File: config.mk
export PLATFORM = sky130hd
export DESIGN_NAME = prencoder_rr
export DESIGN_NICKNAME = d
export VERILOG_FILES = /design/src/rtl/prencoder_rr.sv
export SDC_FILE = /design/constraint.sdc
export NUM_CORES = 1
export LEC_CHECK = 0
export CAP_MARGIN = 20
export CORE_UTILIZATION = 49
export DETAILED_ROUTE_END_ITERATION = 10
export GPL_ROUTABILITY_DRIVEN = 1
export PLACE_DENSITY = 0.78
export SYNTH_ARGS = -nofsm -noshare
export SYNTH_HDL_FRONTEND = slang
export SYNTH_SLANG_ARGS = --single-unit
File: constraint.sdc
create_clock -name clk -period 4.2 [get_ports clk]
set_input_delay 0.42 -clock clk [delete_from_list [all_inputs] [get_ports clk]]
set_output_delay 0.42 -clock clk [all_outputs]
set_load 0.05 [all_outputs]
File: src/rtl/prencoder_rr.sv
// Registered priority encoder with valid/ready handshake; fixed (MSB-first) or round-robin mode per transfer.
// Optional PRENC_ONEHOT_EN adds a registered one-hot copy of the winning index (out_onehot).
module prencoder_rr #(
    parameter  int WIDTH = 8,
    localparam int OUT_W = $clog2(WIDTH)
) (
    input  logic             clk,
    input  logic             rst,
    input  logic             in_valid,
    output logic             in_ready,
    input  logic [WIDTH-1:0] in,
    input  logic             mode,
    output logic             out_valid,
    input  logic             out_ready,
    output logic [OUT_W-1:0] out,
    output logic             out_zero,
    output logic [OUT_W-1:0] ptr
`ifdef PRENC_ONEHOT_EN
    ,
    output logic [WIDTH-1:0] out_onehot
`endif
);

    localparam logic [OUT_W-1:0] LAST_IDX = OUT_W'(WIDTH - 1);
    localparam logic [OUT_W:0]   WIDTH_X  = (OUT_W + 1)'(WIDTH);

    logic             accept;
    logic             in_zero;
    logic [OUT_W-1:0] fix_win;
    logic [OUT_W-1:0] rr_win;
    logic             rr_hit;
    logic [OUT_W-1:0] win;
    logic [OUT_W-1:0] ptr_nxt;

    // Single output register: a new vector may enter whenever the slot is empty or being drained.
    assign in_ready = !out_valid || out_ready;
    assign accept   = in_valid && in_ready;
    assign in_zero  = ~|in;

    // NOTE: every variable written in always_comb gets a default first, so no path leaves it unassigned and no latch is inferred.
    always_comb begin
        fix_win = '0;
        for (int i = 0; i < WIDTH; i++) begin
            if (in[i]) begin
                fix_win = OUT_W'(i);
            end
        end
    end

    // Ascending search from ptr; the wrap back to bit 0 is an explicit subtract so non-power-of-two widths never touch unused codes.
    always_comb begin
        logic [OUT_W:0] pos;
        rr_win = '0;
        rr_hit = 1'b0;
        pos    = '0;
        for (int k = 0; k < WIDTH; k++) begin
            pos = {1'b0, ptr} + (OUT_W + 1)'(k);
            if (pos >= WIDTH_X) begin
                pos = pos - WIDTH_X;
            end
            if (!rr_hit && in[pos[OUT_W-1:0]]) begin
                rr_hit = 1'b1;
                rr_win = pos[OUT_W-1:0];
            end
        end
    end

    assign win     = mode ? rr_win : fix_win;
    assign ptr_nxt = (rr_win == LAST_IDX) ? '0 : rr_win + OUT_W'(1);

`ifdef PRENC_ONEHOT_EN
    logic [WIDTH-1:0] onehot_d;
    assign onehot_d = in_zero ? '0 : (WIDTH'(1) << win);
`endif

    // NOTE: state registers use non-blocking assignments so every flop samples pre-edge values regardless of statement order.
    always_ff @(posedge clk or posedge rst) begin
        if (rst) begin
            out_valid <= 1'b0;
            out       <= '0;
            out_zero  <= 1'b0;
            ptr       <= '0;
`ifdef PRENC_ONEHOT_EN
            out_onehot <= '0;
`endif
        end else if (accept) begin
            out_valid <= 1'b1;
            out       <= in_zero ? '0 : win;
            out_zero  <= in_zero;
            if (mode && !in_zero) begin
                ptr <= ptr_nxt;
            end
`ifdef PRENC_ONEHOT_EN
            out_onehot <= onehot_d;
`endif
        end else if (out_ready) begin
            out_valid <= 1'b0;
        end
    end

endmodule
Yosys cells after proc, flatten, opt, wreduce, memory -nomap -nowiden
Index checks and enable logic that the tools add are counted.
W data, S select, Z words.
- bits in read-only memories: 0
- memories kept: 0
- input port bits: 13
- bits in latches: 0
- register bits: 8
- bits in writable memories: 0
- add/subtract/negate cells: 16
- eq/ne operators: 1
- reduce and logical (&&, ||, !) cells: 22
- multipliers: 0
- muxes and demuxes: 51
- div/mod/pow operators: 0
- bitwise gates (word level): 0
- $lt $le $gt $ge: 16
- shifts and indexed selects: 0
- operator list (operator ; number):
    $mux W3 ; 23
    $lt A3 B4 Y1 const B ; 8
    $ge A4 B4 Y1 const B ; 7
    $bmux W1 S3 ; 8
    $sub A3 B1 Y3 const B ; 8
    $mux W1 ; 18
    $add A3 B3 Y4 const B ; 4
    $logic_and A1 B1 Y1 ; 9
    $logic_not A1 Y1 ; 9
    $add A3 B2 Y4 const B ; 2
    $reduce_or A8 Y1 ; 1
    $add A3 B1 Y4 const B ; 1
    $ge A3 B4 Y1 const B ; 1
    $mux W2 ; 2
    $add A3 B1 Y3 const B ; 1
    $eq A3 B3 Y1 const B ; 1
    $reduce_and A2 Y1 ; 1
    $reduce_bool A2 Y1 ; 1
    $logic_or A1 B1 Y1 ; 1

Logic depth before layout (Yosys ltp)
Gate-level depths: netlist (run 1).
- depth after elaboration: 28
- depth in mapped cells: 15
- gate-level depth less buffers: 12

Worst setup path after synthesis (run 1)
No wires, ideal clock.
- path kind: reg-to-reg
- start point: register ptr[1]
- end point: register ptr[2]
- path slack: 0.260 ns
- library setup time: 0.125 ns
- arrival time: 3.815 ns
- required time: 4.075 ns
- buffers on the path: 3
- clock period less this slack: 3.940 ns
- stages on the path, launching flop included: 15
- path through: dfrtp_1 buf_2 inv_1 ha_1 buf_6 buf_6 mux2_1 mux4_2 a21oi_2 o31a_1 o32ai_2 or2_1 ha_1 ha_1 mux2_2
- cells in the longest elaborated chain, start to end: 28
- ends and longest elaborated chain (what ; line ; RTL):
    start: declaration ; 17 ; output logic [OUT_W-1:0] ptr
    start signal: assignment ; 91 ; ptr <= ptr_nxt;
    parallel branches: the longest is 25 deep, another holds $add A3 B1 Y4 ; -- ;
    $mux W3 * ; 61 ; if (!rr_hit && in[pos[OUT_W-1:0]]) begin
    $add A3 B1 Y3 or $eq A3 B3 Y1 (tied branches) ; 69 ; assign ptr_nxt = (rr_win == LAST_IDX) ? '0 : rr_win + OUT_W'(1);
    $mux W3 * ; 69 ;
    named net ptr_nxt[2] ; 33 ; logic [OUT_W-1:0] ptr_nxt;
Mark *: on every way through the listed nets, which the timed path passes. The select of a mux whose other input is x is not followed.
A chain may end at the register's enable or synchronous reset.

Final worst setup path (run 1)
- start point: register ptr[1]
- end point: register ptr[0]
- cells in the longest elaborated chain, start to end: 28
- ends and longest elaborated chain (what ; line):
    parallel branches: the longest is 25 deep, another holds $add A3 B1 Y4 ; --
    $mux W3 * ; 61
    $add A3 B1 Y3 or $eq A3 B3 Y1 (tied branches) ; 69
    $mux W3 * ; 69
Mark *: on every way between the ends. The select of a mux whose other input is x is not followed.

==> impl_summary.txt, run 1 <==
----------------------------------------------------
[Critical path]
  Required @ worst endpoint ... 4.34 ns
  Endpoint kind of the worst setup timing path ... flop
  Data arrival, critical path ... about 3.8 ns
  Type of element launching the critical path ... flop
  Peak fanout along the critical path ... 10
  Crit path kind ... reg -> reg

[GRT]
  Overall fraction of global-route tracks in use ... around a quarter
  Maximum number of pins on one net before global-route repair ... 21
  Vias in the first global route ... around 1500
  Global-route wire length before repair ... between 6000 and 7000 microns
  Leftover overflow at the end of global routing ... 0
  Antenna violations before repair ... 0

[CTS]
  CTS Hold Bufs ... 0
  Num CTS Buffers ... 3
  Number of sinks on the clock net ... 8
  Source-to-sink clock delay at the later pin of the worst-skew pair ... between 0.2 and 0.3 ns
  Library cell used as clock root buffer ... clkbuf_4
  Count of H-tree levels built during CTS ... 1
  Longest Clk Path Bufs ... 2
  Clock slew seen by the registers of the worst setup and hold paths ... around 0.05 ns
  CTS resizes ... 0
  Setup repair bufs after CTS ... 0
  TritonCTS clock tree ... yes

[Yosys]
  Area of the mapped netlist ... ~0.0015 sq mm
  Most common cell in the netlist ... a21oi_1
  Most used flip-flop cell after synthesis ... dfrtp_1
  Nets in the synthesized netlist ... approximately 190
  EDFF count, synth ... 0
  Post-synth ARST share ... between 90% and 100%
  Number of distinct library cells after synthesis ... just over 50
  Post-Synthesis Cells ... 169
  Count of warnings emitted by yosys ... 0
  Ranking of synthesized cells by instance count ... a21oi_1, nand2_1, mux4_2, nor2_1, inv_1
  Post-synthesis sequential element count ... 8
  Per-instance average area after synthesis ... ~9 sq um
  Main area contributors after synthesis ... mux4_2, dfrtp_1, a21oi_1, mux2i_1, mux2_2
  Synth area leader ... mux4_2
  Area fraction of the dominant cell type after synthesis ... roughly a fifth
  Sequential share of the synthesized area ... between 10 and 15%

[Power]
  Worst VDD drop ... between 0.6 and 0.7 mV
  Total power divided by cell area ... between 900 and 1000 mW/mm^2
  Post-route total power ... approximately 1.6 mW
  Leakage dissipation ... between 0.6 and 0.7 nW

[Final layout]
  Total Nets Final ... around 200
  Area Overhead vs Synth ... 14.30%
  Fraction of layout instances using a drive strength above 1 ... about a fifth
  Number of diodes ... 0
  Post-route standard cell area excluding fillers ... between 0.0015 and 0.002 sq mm

[Route]
  First-pass iteration count of the detailed router ... 4
  Detailed-route DRC error count ... 0
  Mean number of vias per cell ... ~6.8
  Post-detailed-route count of antenna-violating nets ... 0
  Final wirelength ... 4033 microns
  Total number of vias ... 1451
  Average wire length per cell after detail routing ... roughly 19 microns
  First DRT Iteration DRCs ... a little under 100

[Floorplan]
  Cell row count ... 19
  Vertical die dimension ... between 50 and 60 microns
  Horizontal extent of the die ... about 57 microns
  Area inside the core boundary ... between 0.002 and 0.003 sq mm
  Die footprint ... around 0.0033 sq mm
  Boundary pin count ... 22
  Starting density of the core ... a little over half

[Timing]
  Slew at the pin closest to its max-slew limit ... 0.6764 ns
  Minimum period implied by the final worst setup slack ... ~3.6 ns
  Final critical-path share of the clock period ... 86.36%
  Final Max Tran Viols ... 0
  Total negative setup slack ... 0 ns
  Count of endpoints failing setup in the final report ... 0
  Maximum clock skew at final layout ... between 0.003 and 0.004 ns
  Final worst slack ... ~0.57 ns
  Max frequency ... between 200 and 300 MHz
  RSZ-0062 raised after global routing ... no
  Final number of hold-violating endpoints ... 0
  Rel. slew slack ... 54.91%

[Place]
  Dpl cell area ... about 0.0017 sq mm
  Placement Setup Slack ... approximately 0.56 ns
  Half-perimeter wire length of the detailed placement result ... between 3000 and 4000 microns
  Total of buffers placed on input and output ports ... 21
  Routability congestion estimate from global placement ... about 0.88

[Flow run]
  Max_cap viols ... 0

[Outcome]
  Outcome ... finished clean

[Hold path]
  Path type of the worst min-delay path ... in -> async

----------------------------------------------------
-- path summary, 6_finish.rpt --
kind / startpoint / end / slack, ns / depth (start not counted)
max: ptr[1] / ptr[0] / 0.57 / 12
min: rst / ptr[2] / 0.40 / 2
max reg2reg: ptr[1] / ptr[0] / 0.57 / 12
min reg2reg: out_zero / out_zero / 0.49 / 2
max in group asynchronous: rst / out_valid / 3.56 / 2
min in group clk: out_zero / out_zero / 0.49 / 2
-- flip-flops by register name (all words and copies together), names as in the netlist --
signal     count
ptr            3
out_zero       1
out_valid      1
out            3
-- cells in the final DEF (no fill, tap or decap), types with 3 or more instances in the layout --
cell type,n
nor2_1,14
a21oi_1,18
nand2b_1,3
o21ai_0,3
clkbuf_4,3
mux4_2,14
mux2_2,7
nand2_1,17
dfrtp_1,8
mux2i_1,8
buf_4,3
nor3_1,3
ha_1,4
inv_1,11
clkdlybuf4s50_1,21
-- cell families after synthesis --
logic type                 synth area share, %
AOI/OAI and AO/OA                        21.87
xor gates and xnor gates                 1.767
adders and majority gates                3.364
buffers and inverters                    8.242
DFF                                      13.46
muxes                                    34.40
and+or+nand+nor                          16.91
-- power breakdown --
group          switching, mW  internal, mW  leakage [nW]
sequential            0.0451         0.108        0.0951
clock                 0.0273        0.0328        0.0138
combinational          0.771         0.595         0.564
-- layout make-up --
cell class	count	area, sq um
multi-input cells	137	1165
inverters	11	41.29
clock buffers	3	22.52
flip-flops and latches	8	200.2
repair buffers	24	232.7
well taps	31	38.79
fillers	240	1105
-- critical path: stages (launching register included) --
cell and delay [ns]:
dfrtp_1 0.35, inv_1 0.13, ha_1 0.51, buf_4 0.25, mux2_1 0.36, mux4_2 0.50, a21oi_2 0.13, o31a_1 0.18
o32ai_2 0.11, or2_1 0.25, ha_1 0.19, ha_1 0.18, o41ai_1 0.37
-- routing by layer --
layer,track usage [%],up-vias,part of all wire [%]
li1,-,673,-
met1,37.12,708,42
met2,44.03,63,50
met3,3.855,7,6.5
met4,6.969,0,1.3
met5,0,-,0
-- per-stage QoR --
| step | hold slack, ns | instances | util (%) |
|---|---|---|---|
| floorplan | 0.2357 | 169 | - |
| CTS | 0.4116 | 214 | 60.62 |
| finish | 0.4030 | 214 | 60.62 |
| detailed placement | 0.4894 | 211 | 59.81 |
| global route | 0.4573 | 214 | 60.62 |
| global placement | 0.4764 | 211 | 59.81 |
No activity file was read; power rests on OpenSTA's default activity.
==> run 2: changes to the inputs <==
Settings changed: SLEW_MARGIN set to 20.
Clock period 4.2 ns to 3.8 ns, I/O delays scaled along.
==> impl_summary.txt, run 2 (synthesis gave the netlist of run 1 again) <==
----------------------------------------------------
[Outcome]
  Outcome ... finished clean

[Critical path]
  Required @ worst endpoint ... 3.94 ns (-0.40 ns)
  Cells along the critical path ... inv_1 > ha_1 > mux4_2 > a21oi_1 > and3_2 > nor2_2 > o31a_1 > o32ai_2 > or2_1 > ha_1 > ha_1 > mux2_2
  Type of element launching the critical path ... flop
  Endpoint kind of the worst setup timing path ... flop
  CP peak stage delay ... 0.57 ns (+0.06 ns)
  Data arrival, critical path ... 3.68 ns (-0.09 ns)
  Peak fanout along the critical path ... 8 (-2)
  Crit path kind ... reg -> reg
  Cell with the most instances on the worst path ... ha_1
  Highest-delay cell along the critical path ... mux4_2

[Power]
  Sequential cell fraction of total power ... 9.7% (about the same)
  Part of the total power dissipated in the clock network ... 4.0% (+0.2 points)
  Total power divided by cell area ... 1028 mW/mm^2 (+11%)
  Proportion of power drawn by combinational gates ... 86.3% (-0.2 points)
  Int Power ... 841.3 uW (+14%)
  Switching Power ... 934.1 uW (+11%)
  Leakage dissipation ... 0.6871 nW (+2.1%)
  Post-route total power ... 1.775 mW (+12%)
  Switching part of the total power ... 52.62% (-0.78 points)
  Worst VDD drop ... 0.6676 mV (+7.8%)

[CTS]
  Longest Clk Path Bufs ... 2 (unchanged)
  Clock slew seen by the registers of the worst setup and hold paths ... 0.06 ns (about the same)
  Number of sinks on the clock net ... 8 (unchanged)
  Library cell used as clock root buffer ... clkbuf_4
  Setup repair bufs after CTS ... 0 (unchanged)
  CTS Hold Bufs ... 0 (unchanged)
  Source-to-sink clock delay at the later pin of the worst-skew pair ... 0.26 ns (about the same)
  Count of H-tree levels built during CTS ... 1 (unchanged)
  Num CTS Buffers ... 3 (unchanged)
  CTS resizes ... 0 (unchanged)
  TritonCTS clock tree ... yes

[Timing]
  Total negative setup slack ... 0 ns (unchanged)
  Minimum period implied by the final worst setup slack ... 3.541 ns (-0.08640 ns)
  Maximum clock skew at final layout ... 0.007610 ns (+0.003620 ns)
  Final Max Tran Viols ... 0 (unchanged)
  RSZ-0062 raised after global routing ... no
  Count of endpoints failing setup in the final report ... 0 (unchanged)
  Rel. slew slack ... 55.48% (+0.57 points)
  Slew at the pin closest to its max-slew limit ... 0.6678 ns (-0.008563 ns)
  Max frequency ... 282.4 MHz (+2.4%)
  Final critical-path share of the clock period ... 93.18% (+6.8 points)
  Worst-case hold slack ... 0.3616 ns (-0.04141 ns)
  Final number of hold-violating endpoints ... 0 (unchanged)

[Final layout]
  Commonest cells after routing, fill and taps aside ... clkdlybuf4s50_1, a21oi_1, nand2_1
  Fraction of layout instances using a drive strength above 1 ... 20.86% (+1.7 points)
  Registers with the highest flip-flop counts ... out (3), ptr (3)
  Total Nets Final ... 205 (+1.5%)
  Post-route standard cell area excluding fillers ... 0.001728 sq mm (+1.6%)
  Most common cell after layout, fill and taps aside ... clkdlybuf4s50_1
  Number of diodes ... 0 (unchanged)
  Area Overhead vs Synth ... 16.15%

[GRT]
  Global-route wire length before repair ... 6865 microns (+0.10%)
  Leftover overflow at the end of global routing ... 0 (unchanged)
  Vias in the first global route ... 1485 (+1.9%)
  Antenna violations before repair ... 0 (unchanged)
  Maximum number of pins on one net before global-route repair ... 21 (unchanged)
  Overall fraction of global-route tracks in use ... 26.75% (about the same)

[Route]
  Total number of vias ... 1509 (+4.0%)
  First DRT Iteration DRCs ... 63 (-36%)
  First-pass iteration count of the detailed router ... 4 (unchanged)
  Detailed-route DRC error count ... 0 (unchanged)
  Mean number of vias per cell ... 6.922 (+2.1%)
  Average wire length per cell after detail routing ... 18.53 microns (-1.7%)
  Final wirelength ... 4039 microns (+0.15%)
  Post-detailed-route count of antenna-violating nets ... 0 (unchanged)

[Place]
  Routability congestion estimate from global placement ... 0.9414 (+7.0%)
  Total of buffers placed on input and output ports ... 21 (unchanged)
  Half-perimeter wire length of the detailed placement result ... 3012 microns (-1.1%)
  Dpl cell area ... 0.001702 sq mm (+1.4%)

[Floorplan]
  Horizontal extent of the die ... 57.10 microns (unchanged)
  Area inside the core boundary ... 0.002805 sq mm (unchanged)
  Vertical die dimension ... 57.10 microns (unchanged)
  Starting density of the core ... 53.03% (unchanged)
  Boundary pin count ... 22 (unchanged)
  Cell row count ... 19 (unchanged)
  Die footprint ... 0.003260 sq mm (unchanged)

[Flow run]
  Max_cap viols ... 0 (unchanged)

[Hold path]
  Path type of the worst min-delay path ... in -> async

----------------------------------------------------
[run 2: worst paths after layout]
kind | slack, ns | cells after the start | to | startpoint
min | 0.36 | 2 | ptr[2] | rst
max reg2reg | 0.26 | 12 | ptr[2] | ptr[1]
min in group clk | 0.53 | 2 | out_zero | out_zero
min reg2reg | 0.53 | 2 | out_zero | out_zero
max | 0.26 | 12 | ptr[2] | ptr[1]
max in group asynchronous | 3.19 | 2 | ptr[1] | rst
[run 2: power groups by stage]
stage | registers, mW | logic, mW | clock network [mW]
global route | 0.177 | 1.66 | 0.0752
detailed placement | 0.172 | 1.50 | 0
global placement | 0.170 | 1.47 | 0
finish | 0.172 | 1.53 | 0.0713
floorplan | 0.266 | 1.10 | 0
CTS | 0.171 | 1.51 | 0.0726
[run 2: cell type report]
type / count / area, sq um
timing repair buffer: 27 / 255.2
tap: 31 / 38.79
fill: 242 / 1077
inverter: 11 / 41.29
clock buffer: 4 / 26.28
multi-input combinational: 137 / 1165
sequential: 8 / 201.4
[run 2: stage by stage]
stage                     worst slack (ns)  util, %  instances
final                               0.2591    61.60        218
after detailed placement            0.2279    60.66        214
after global routing               0.09920    61.60        218
after floorplan                    0.03706        -        169
after global placement              0.3033    60.66        214
after CTS                           0.2640    61.60        218
[run 2: critical path, delay by kind of cell, from the launching register on]
kind            cells  cell delay (ns)
fa+ha+maj           3             0.86
compound gates      3             0.84
mux                 2             0.83
simple gates        3             0.47
flops               1             0.36
buf+inv             1             0.06
[run 2: metal layers]
layer / up-vias / part of all wire (%) / global-route usage (%)
li1: 677 / - / -
met1: 756 / 43 / 35.33
met2: 64 / 49 / 43.19
met3: 12 / 5.7 / 4.082
met4: 0 / 2.2 / 12.89
met5: - / 0 / 0
==> run 3: changes to the inputs <==
Settings changed: GPL_ROUTABILITY_DRIVEN 1 to unset.
==> results of run 3 <==
The final DEF is identical to that of run 2; final timing and power are the same.
